### src/rtl/serial_mac_pkg.sv
`default_nettype none
// ============================================================================
// Module      : serial_mac_pkg
// Description : Shared types and constants for the bit-serial MAC sequencer.
//               Holds the FSM state encoding, default operand/accumulator
//               widths and the helper that sizes the pass/bit counters.
// Revision    : 1.0 - initial release
// ============================================================================
package serial_mac_pkg;

    localparam int DEF_WIDTH = 4;
    localparam int DEF_ACC_W = 12;

    // Counter width for a counter that runs 0..n-1; never narrower than 1 bit
    function automatic int cnt_w(input int n);
        return (n > 1) ? $clog2(n) : 1;
    endfunction

    localparam int DEF_CYC_W = cnt_w(DEF_ACC_W);
    localparam int DEF_BIT_W = cnt_w(DEF_WIDTH);

    typedef enum logic [1:0] {
        ST_IDLE = 2'd0,
        ST_ADD  = 2'd1,
        ST_DONE = 2'd2
    } state_t;

endpackage
`default_nettype wire

### src/rtl/full_adder.sv
`default_nettype none
// ============================================================================
// Module      : full_adder
// Description : 1-bit full adder cell.
//   i_a, i_b  : addend bits
//   i_cin     : carry in
//   o_sum     : sum bit
//   o_cout    : carry out
// Revision    : 1.0 - initial release
// ============================================================================
module full_adder (
    input  logic i_a,
    input  logic i_b,
    input  logic i_cin,
    output logic o_sum,
    output logic o_cout
);

    assign o_sum  = i_a ^ i_b ^ i_cin;
    assign o_cout = (i_a & i_b) | (i_cin & (i_a ^ i_b));

endmodule
`default_nettype wire

### src/rtl/serial_mac_ctrl.sv
`default_nettype none
// ============================================================================
// Module      : serial_mac_ctrl
// Description : Unsigned multiply-accumulate (acc += a*b) built on a single
//               time-shared 1-bit full adder. Each multiplier bit costs one
//               serial pass of ACC_W cycles; all passes run regardless of the
//               multiplier bit value, so latency is fixed.
//   clk, rst  : clock, asynchronous active-high reset
//   in_valid  : operand pair offered       in_ready : accepting (IDLE only)
//   a, b      : multiplicand / multiplier  clear    : zero acc + overflow
//   busy      : operation in progress      out_valid: acc_out just updated
//   acc_out   : registered accumulator     overflow : sticky pass carry-out
// Revision    : 1.0 - initial release
// ============================================================================
module serial_mac_ctrl
    import serial_mac_pkg::*;
#(
    parameter int WIDTH = DEF_WIDTH,
    parameter int ACC_W = DEF_ACC_W
) (
    input  logic             clk,
    input  logic             rst,
    input  logic             in_valid,
    output logic             in_ready,
    input  logic [WIDTH-1:0] a,
    input  logic [WIDTH-1:0] b,
    input  logic             clear,
    output logic             busy,
    output logic             out_valid,
    output logic [ACC_W-1:0] acc_out,
    output logic             overflow
);

    localparam int c_CYC_W = cnt_w(ACC_W);
    localparam int c_BIT_W = cnt_w(WIDTH);

    generate
        if (ACC_W < 2 * WIDTH) begin : g_param_check
            $error("serial_mac_ctrl: ACC_W must be at least 2*WIDTH");
        end
    endgenerate

    state_t               r_state;
    state_t               w_state_next;
    logic [ACC_W-1:0]     r_acc;
    logic [ACC_W-1:0]     r_addend;
    logic [WIDTH-1:0]     r_mult;
    logic [c_CYC_W-1:0]   r_cyc;
    logic [c_BIT_W-1:0]   r_bit_idx;
    logic                 r_carry;
    logic                 r_overflow;
    logic [ACC_W-1:0]     r_acc_out;

    logic                 w_accept;
    logic                 w_last_cyc;
    logic                 w_last_pass;
    logic                 w_fa_b;
    logic                 w_sum;
    logic                 w_cout;
    logic [ACC_W-1:0]     w_acc_next;
    logic [ACC_W-1:0]     w_addend_rot;
    logic [ACC_W-1:0]     w_addend_shl;

    assign w_accept    = in_valid & in_ready;
    assign w_last_cyc  = (r_cyc == c_CYC_W'(ACC_W - 1));
    assign w_last_pass = (r_bit_idx == c_BIT_W'(WIDTH - 1));

    // Multiplier bit gates the addend: a zero bit turns the pass into acc+0
    assign w_fa_b = r_addend[0] & r_mult[r_bit_idx];

    full_adder u_fa (
        .i_a    (r_acc[0]),
        .i_b    (w_fa_b),
        .i_cin  (r_carry),
        .o_sum  (w_sum),
        .o_cout (w_cout)
    );

    assign w_acc_next   = {w_sum, r_acc[ACC_W-1:1]};
    assign w_addend_rot = {r_addend[0], r_addend[ACC_W-1:1]};
    // After a full rotation the addend is back in place; one extra left
    // shift weights it for the next multiplier bit
    assign w_addend_shl = {w_addend_rot[ACC_W-2:0], 1'b0};

    // ---------------------------------------------------------------- state
    always_ff @(posedge clk or posedge rst) begin
        if (rst) begin
            r_state <= ST_IDLE;
        end else begin
            r_state <= w_state_next;
        end
    end

    // ----------------------------------------------------------- next state
    always_comb begin
        w_state_next = r_state;
        case (r_state)
            ST_IDLE: if (w_accept) w_state_next = ST_ADD;
            ST_ADD:  if (w_last_cyc && w_last_pass) w_state_next = ST_DONE;
            ST_DONE: w_state_next = ST_IDLE;
            default: w_state_next = ST_IDLE;
        endcase
    end

    // -------------------------------------------------------------- outputs
    always_comb begin
        in_ready  = 1'b0;
        busy      = 1'b0;
        out_valid = 1'b0;
        case (r_state)
            ST_IDLE: in_ready  = 1'b1;
            ST_ADD:  busy      = 1'b1;
            ST_DONE: begin
                busy      = 1'b1;
                out_valid = 1'b1;
            end
            default: in_ready = 1'b0;
        endcase
    end

    // ------------------------------------------------------------- datapath
    always_ff @(posedge clk or posedge rst) begin
        if (rst) begin
            r_acc      <= '0;
            r_addend   <= '0;
            r_mult     <= '0;
            r_cyc      <= '0;
            r_bit_idx  <= '0;
            r_carry    <= 1'b0;
            r_overflow <= 1'b0;
            r_acc_out  <= '0;
        end else begin
            case (r_state)
                ST_IDLE: begin
                    // clear takes effect before a same-cycle capture, so the
                    // new operation accumulates onto zero
                    if (clear) begin
                        r_acc      <= '0;
                        r_acc_out  <= '0;
                        r_overflow <= 1'b0;
                    end
                    if (w_accept) begin
                        r_addend  <= {{(ACC_W - WIDTH){1'b0}}, a};
                        r_mult    <= b;
                        r_cyc     <= '0;
                        r_bit_idx <= '0;
                        r_carry   <= 1'b0;
                    end
                end
                ST_ADD: begin
                    r_acc <= w_acc_next;
                    if (w_last_cyc) begin
                        r_overflow <= r_overflow | w_cout;
                        r_carry    <= 1'b0;
                        r_cyc      <= '0;
                        r_addend   <= w_addend_shl;
                        r_bit_idx  <= r_bit_idx + c_BIT_W'(1);
                        // Publish the final sum on the edge entering DONE so
                        // acc_out is already valid while out_valid is high
                        if (w_last_pass) begin
                            r_acc_out <= w_acc_next;
                        end
                    end else begin
                        r_carry  <= w_cout;
                        r_cyc    <= r_cyc + c_CYC_W'(1);
                        r_addend <= w_addend_rot;
                    end
                end
                default: begin
                end
            endcase
        end
    end

    assign acc_out  = r_acc_out;
    assign overflow = r_overflow;

endmodule
`default_nettype wire

### config.mk
export PLATFORM = sky130hd
export DESIGN_NAME = serial_mac_ctrl
export DESIGN_NICKNAME = d
export VERILOG_FILES = /design/src/rtl/serial_mac_pkg.sv /design/src/rtl/full_adder.sv /design/src/rtl/serial_mac_ctrl.sv
export SDC_FILE = /design/constraint.sdc
export NUM_CORES = 1
export LEC_CHECK = 0
export CAP_MARGIN = 20
export CORE_ASPECT_RATIO = 0.6
export CORE_UTILIZATION = 55
export DETAILED_ROUTE_END_ITERATION = 16
export HOLD_SLACK_MARGIN = 0.08
export PLACE_DENSITY = 0.8
export SLEW_MARGIN = 0
export SYNTH_ARGS = -nofsm -noshare
export SYNTH_HDL_FRONTEND = slang
export SYNTH_SLANG_ARGS = --single-unit
### constraint.sdc
create_clock -name clk -period 2.4 [get_ports clk]
set_clock_uncertainty 0.15 [all_clocks]
set_input_delay 0.24 -clock clk [delete_from_list [all_inputs] [get_ports clk]]
set_output_delay 0.24 -clock clk [all_outputs]
set_load 0.01 [all_outputs]
==> impl_metrics.ini, run 1 <==
[cells_and_area]
fin_util_pct = 72.3
n_antenna_cell = 0
layout_common_cells = dfrtp_1, clkdlybuf4s50_1, nand2_1, o21ai_0, a22o_1
drive_gt1_share_pct = 11.4
syn2layout_area_growth_pct = 19.4
final_common_cell = dfrtp_1
finish.net_count = 264

[synthesis]
synth_seq_cells = 50
synth_cell_types = 37
ys_seq_area_share_pct = 53.4
async_flop_share_pct = 100
synthFlopType = dfrtp_1
synth_xor_xnor_area_share_pct = 0
yosysWarnings = 0
synth_top_area_share_pct = 53.4
syn_nets = 234
yosysTopAreaCell = dfrtp_1
netlist_area_um2 = 2340
synth_area_leaders = dfrtp_1, a22o_1, o21ai_0, a22oi_1, nand2_1
synth-simple-area-share_pct = 12.8
synth_top_family_by_area = compound AO/OA/AOI/OAI gates
synth_cells = 216
synth.area.mux_share_pct = 2.88
avgSynthCellArea_um2 = 10.9
synthAdderAreaFrac_pct = 3.52
synth_compound_area_share_pct = 22.8
synth_edf_count = 0

[worst_setup_path]
worstPathRequired_ns = 2.01
cpPeakStageDelay_ns = 0.54
cp_num_buf_inv = 3
path_max_fanout = 9
cp-start-kind = flip-flop
crit_chain = inv_1 -> ha_1 -> buf_4 -> clkdlybuf4s50_1
cp_slowest_cell = clkdlybuf4s50_1
crit_family = buffers and inverters
cp.arrival_ns = 1.88
worstSetupPathType = reg -> out
crit_path_end_kind = output pin

[pwr]
internal_power_w = 0.00193
switching_share_pct = 36.6
leakagePower_nw = 1.25
power_w = 0.00304
power.switching_w = 0.00111
clkPwrFrac_pct = 19.7
peakVddDrop_mv = 0.577
seqPwrFrac_pct = 42.8
p_comb_share_pct = 37.5
powerDensity_nw_per_um2 = 1090

[sta]
tns_ns = 0
max_freq_ghz = 0.440
finalSetupViolCount = 0
hold_viol_final = 0
tightest_slew_ns = 0.710
rsz0062_at_grt = no
period_share_pct = 94.6
slew_violations = 0
finalCriticalPeriod_ns = 2.27
maxSlewHeadroom_pct = 52.6

[grt]
grt_overflow_total = 0
grt_max_degree = 29
antenna_found_initial = 0
grt_first_pass_wirelength_mm = 8.47
grt_usage_pct = 25.5
grt_pass1_vias = 1638

[flow_run]
maxCapViolCount = 0

[place]
place_hpwl_mm = 3.66
place_congestion = 0.843
port_buffers = 27

[drt]
wl_mm = 5.14
post_drt_via_cell_ratio = 6.06
drt_iter0_markers = 189
vias = 1836
drc = 0
ant_nets = 0
drtPass1Iterations = 4
wire_per_inst_um = 16.9

[cts]
post_cts_buffers = 0
htree_levels = 2
clk_path_buf_depth = 2
cts_hold_buf = 0
clk_pin_slew_worst_paths_ns = 0.09
cts_tree = yes
cts_buffers = 5
cts_root_buf = clkbuf_8
clock_latency_ns = 0.31
ctsResizeCount = 0
cts.sinks = 50

[floorplan]
num_rows = 17
start_util_pct = 60.6
die_h_um = 52.6
die_area_um2 = 4540
core_region_area_um2 = 3870
io_pins = 28
die_w_um = 86.3

[status]
status = complete, no violations

[min_path]
worstHoldPathType = in -> async
## through the flow
step / std cells / worst slack, ns / instance area (µm²) / hold WS (ns)
finish: 303 / 0.129 / 2800 / 0.121
global route: 303 / 0.0129 / 2800 / 0.176
CTS: 303 / 0.135 / 2800 / 0.146
detailed placement: 296 / 0.248 / 2690 / 0.332
global placement: 296 / 0.282 / 2690 / 0.320
floorplan: 216 / 0.439 / 2340 / 0.240
## power groups by stage
stage          combinational [W]  sequential [W]  clock, W
2_1_floorplan           0.000836         0.00125         0
3_3_place_gp             0.00109         0.00129         0
3_5_place_dp             0.00111         0.00131         0
4_1_cts                  0.00113         0.00129  0.000601
5_1_grt                  0.00124         0.00134  0.000636
6_report                 0.00114         0.00130  0.000599
## cell families after synthesis
logic type / after synthesis
AO/OA/AOI/OAI: 78
adder cells (fa/ha/maj): 6
buffers and inverters: 20
flip-flops: 50
multiplexers: 5
AND/OR/NAND/NOR: 57
## final timing paths
kind | from | endpoint | slack, ns | cells after the start
hold reg to reg | r_addend[5] | r_addend[5] | 0.36 | 1
hold / removal | rst | r_bit_idx[0] | 0.12 | 2
setup / recovery | r_state[0] | in_ready | 0.13 | 4
min in group clk | r_addend[5] | r_addend[5] | 0.36 | 1
max in group asynchronous | rst | r_state[1] | 1.45 | 3
setup reg to reg | r_state[0] | r_acc[11] | 0.20 | 7
## cell usage after synthesis, types with 2 or more instances
cell type	instances
dfrtp_1	50
nand2_1	20
o21ai_0	20
a22o_1	19
a21oi_1	13
a22oi_1	11
buf_2	9
nand3_1	9
nor2_1	9
inv_1	6
ha_1	5
and3_1	4
mux2_2	4
buf_6	3
nand2b_1	3
o211ai_1	3
and2_1	2
clkbuf_1	2
nor2b_1	2
nor3_1	2
o21a_1	2
o21ai_1	2
o41ai_1	2
## layout make-up
class	instances	area (µm²)
flip-flops and latches	50	1250
inverters	6	22.5
fillers	271	1070
clock inverters	1	30.0
clock buffers	6	82.6
well taps	57	71.3
multi-input cells	146	985
repair buffers	37	358
## registers in the layout, indices dropped and copies added, names as in the netlist
register / flops
r_state: 2
r_cyc: 4
r_addend: 12
r_carry: 1
overflow: 1
acc_out: 12
r_bit_idx: 2
r_acc: 12
r_mult: 4
## per-layer routing
metal / GRT usage (%) / part of all wire (%) / vias up
met5: 0 / 0 / -
met1: 39.8 / 51 / 919
met3: 6.77 / 7.6 / 5
li1: - / - / 846
met4: 6.67 / 0.82 / 0
met2: 34.5 / 40 / 66
## worst register-to-register path, stage by stage, from the launching register on
cell	delay (ns)
dfrtp_1	0.41
inv_1	0.11
ha_1	0.30
nor2b_4	0.11
a21oi_1	0.57
buf_4	0.30
nand2_1	0.07
o31ai_1	0.07
Note: power is estimated with default switching activity, not from simulation.
==> inputs of run 2 (changes only) <==
Settings changed: SKIP_CTS_REPAIR_TIMING from default to 1.
==> results of run 2 <==
No change in the layout: final DEF, timing and power equal those of run 1.
==> inputs of run 3 (changes only) <==
Settings changed: ABC_AREA from default to 0, SKIP_CTS_REPAIR_TIMING 1 to default.
Clock period 2.4 ns to 2.3 ns, I/O delays scaled along.
==> run 3 against run 2 <==
Register-to-register slack lost 0.04 ns. Sequential cell count stayed put. Final cell count grew 1.3%. Non-clock buffer count increased by 3. Power is 4.3% higher. Clock power is 0.8% higher. Die area is the same. First-iteration DRC count grew 34%. Sequential share of layout area fell by 0.10 points. Largest cell class unchanged. Largest power group unchanged.
==> impl_metrics.ini, run 3 (synthesis gave the netlist of run 1 again) <==
[worst_setup_path]
ff2ff_setup_slack_ns = 0.16
crit_chain = mux4_2 -> nand2_1 -> fa_1 -> nor2_1 -> a22oi_1 -> o21ai_0
crit_path_end_kind = flip-flop
cp-start-kind = flip-flop
worstPathRequired_ns = 2.38
critical_path_cell_count = 6
rr_startpoint = r_bit_idx[0]
path_max_fanout = 5
reg2reg_to = acc_out[11]
worstRegToRegCells = 6
worstSetupPathType = reg -> reg
cp-startpoint = r_bit_idx[0]
cp_num_buf_inv = 0
crit_family = multiplexers
cpPeakStageDelay_ns = 0.53
cp_slowest_cell = mux4_2
cp.arrival_ns = 2.22

[grt]
grt_max_degree = 25
grt_usage_pct = 26.5
antenna_found_initial = 0
grt_overflow_total = 0
grt_pass1_vias = 1653
grt_first_pass_wirelength_mm = 8.62

[cts]
cts_buffers = 5
cts.sinks = 50
clk_path_buf_depth = 2
cts_root_buf = clkbuf_8
clock_latency_ns = 0.30
cts_tree = yes
cts_hold_buf = 1
clk_pin_slew_worst_paths_ns = 0.09
htree_levels = 2
post_cts_buffers = 0
ctsResizeCount = 0

[place]
dp_cells = 298
port_buffers = 27
place_hpwl_mm = 3.80
place_congestion = 0.807
dp_slack_ns = 0.154

[pwr]
power_w = 0.00317
power.switching_w = 0.00117
clkPwrFrac_pct = 19.1
leakagePower_nw = 1.25
internal_power_w = 0.00200
peakVddDrop_mv = 0.721
p_comb_share_pct = 38.0
switching_share_pct = 37.0
seqPwrFrac_pct = 42.9
powerDensity_nw_per_um2 = 1130

[floorplan]
core_region_area_um2 = 3870
start_util_pct = 60.6
die_h_um = 52.6
io_pins = 28
die_w_um = 86.3
num_rows = 17
die_area_um2 = 4540

[cells_and_area]
drive_gt1_share_pct = 11.6
finish.net_count = 267
n_antenna_cell = 0
syn2layout_area_growth_pct = 19.7
final_cells = 307
final_common_cell = dfrtp_1
fin_util_pct = 72.5
layout_common_cells = dfrtp_1, clkdlybuf4s50_1, nand2_1, o21ai_0, a22o_1

[sta]
tns_ns = 0
period_share_pct = 93.0
rsz0062_at_grt = no
finalSetupViolCount = 0
max_freq_ghz = 0.468
hold_viol_final = 0
finalCriticalPeriod_ns = 2.14
slew_violations = 0
layout_setup_ws_ns = 0.161
tightest_slew_ns = 0.725
maxSlewHeadroom_pct = 51.5

[drt]
drt_iter0_markers = 253
wire_per_inst_um = 17.3
wl_mm = 5.31
drtPass1Iterations = 5
ant_nets = 0
vias = 1837
post_drt_via_cell_ratio = 5.98
drc = 0

[min_path]
hold_end = r_addend[5]
min_from = r_addend[5]
worstHoldPathType = reg -> reg
hold_depth = 1

[flow_run]
maxCapViolCount = 0

[status]
status = complete, no violations
## run 3: worst max path at each step
stage / end / slack, ns
floorplan: acc_out[11] / 0.34
finish: acc_out[11] / 0.16
global route: acc_out[11] / 0.03
CTS: acc_out[11] / 0.17
detailed placement: acc_out[11] / 0.15
global placement: acc_out[11] / 0.28
## run 3: power by group through the flow
stage	logic [W]	registers, W	clock network [W]
6_report	0.00121	0.00136	0.000604
5_1_grt	0.00132	0.00139	0.000654
4_1_cts	0.00119	0.00135	0.000617
3_5_place_dp	0.00118	0.00136	0
3_3_place_gp	0.00116	0.00136	0
2_1_floorplan	0.000872	0.00131	0
## run 3: area by class of cell
type                    count  area, µm²
clock inverters             1       30.0
repair buffers             40        370
clock buffers               7       76.3
fillers                   297       1060
flip-flops and latches     50       1250
multi-input cells         146        985
inverters                   6       22.5
well taps                  57       71.3
## run 3: through the flow
| step | hold WS [ns] | cell area [µm²] |
|---|---|---|
| after floorplan | 0.230 | 2340 |
| after global routing | 0.374 | 2810 |
| final | 0.355 | 2810 |
| after global placement | 0.312 | 2690 |
| after CTS | 0.357 | 2810 |
| after detailed placement | 0.333 | 2690 |
## run 3: metal layers
metal / GRT usage, % / vias up / part of all wire [%]
met5: 0 / - / 0
met4: 7.78 / 0 / 0.77
met3: 6.14 / 7 / 9.5
met2: 33.3 / 86 / 37
met1: 43.6 / 891 / 52
li1: - / 853 / -
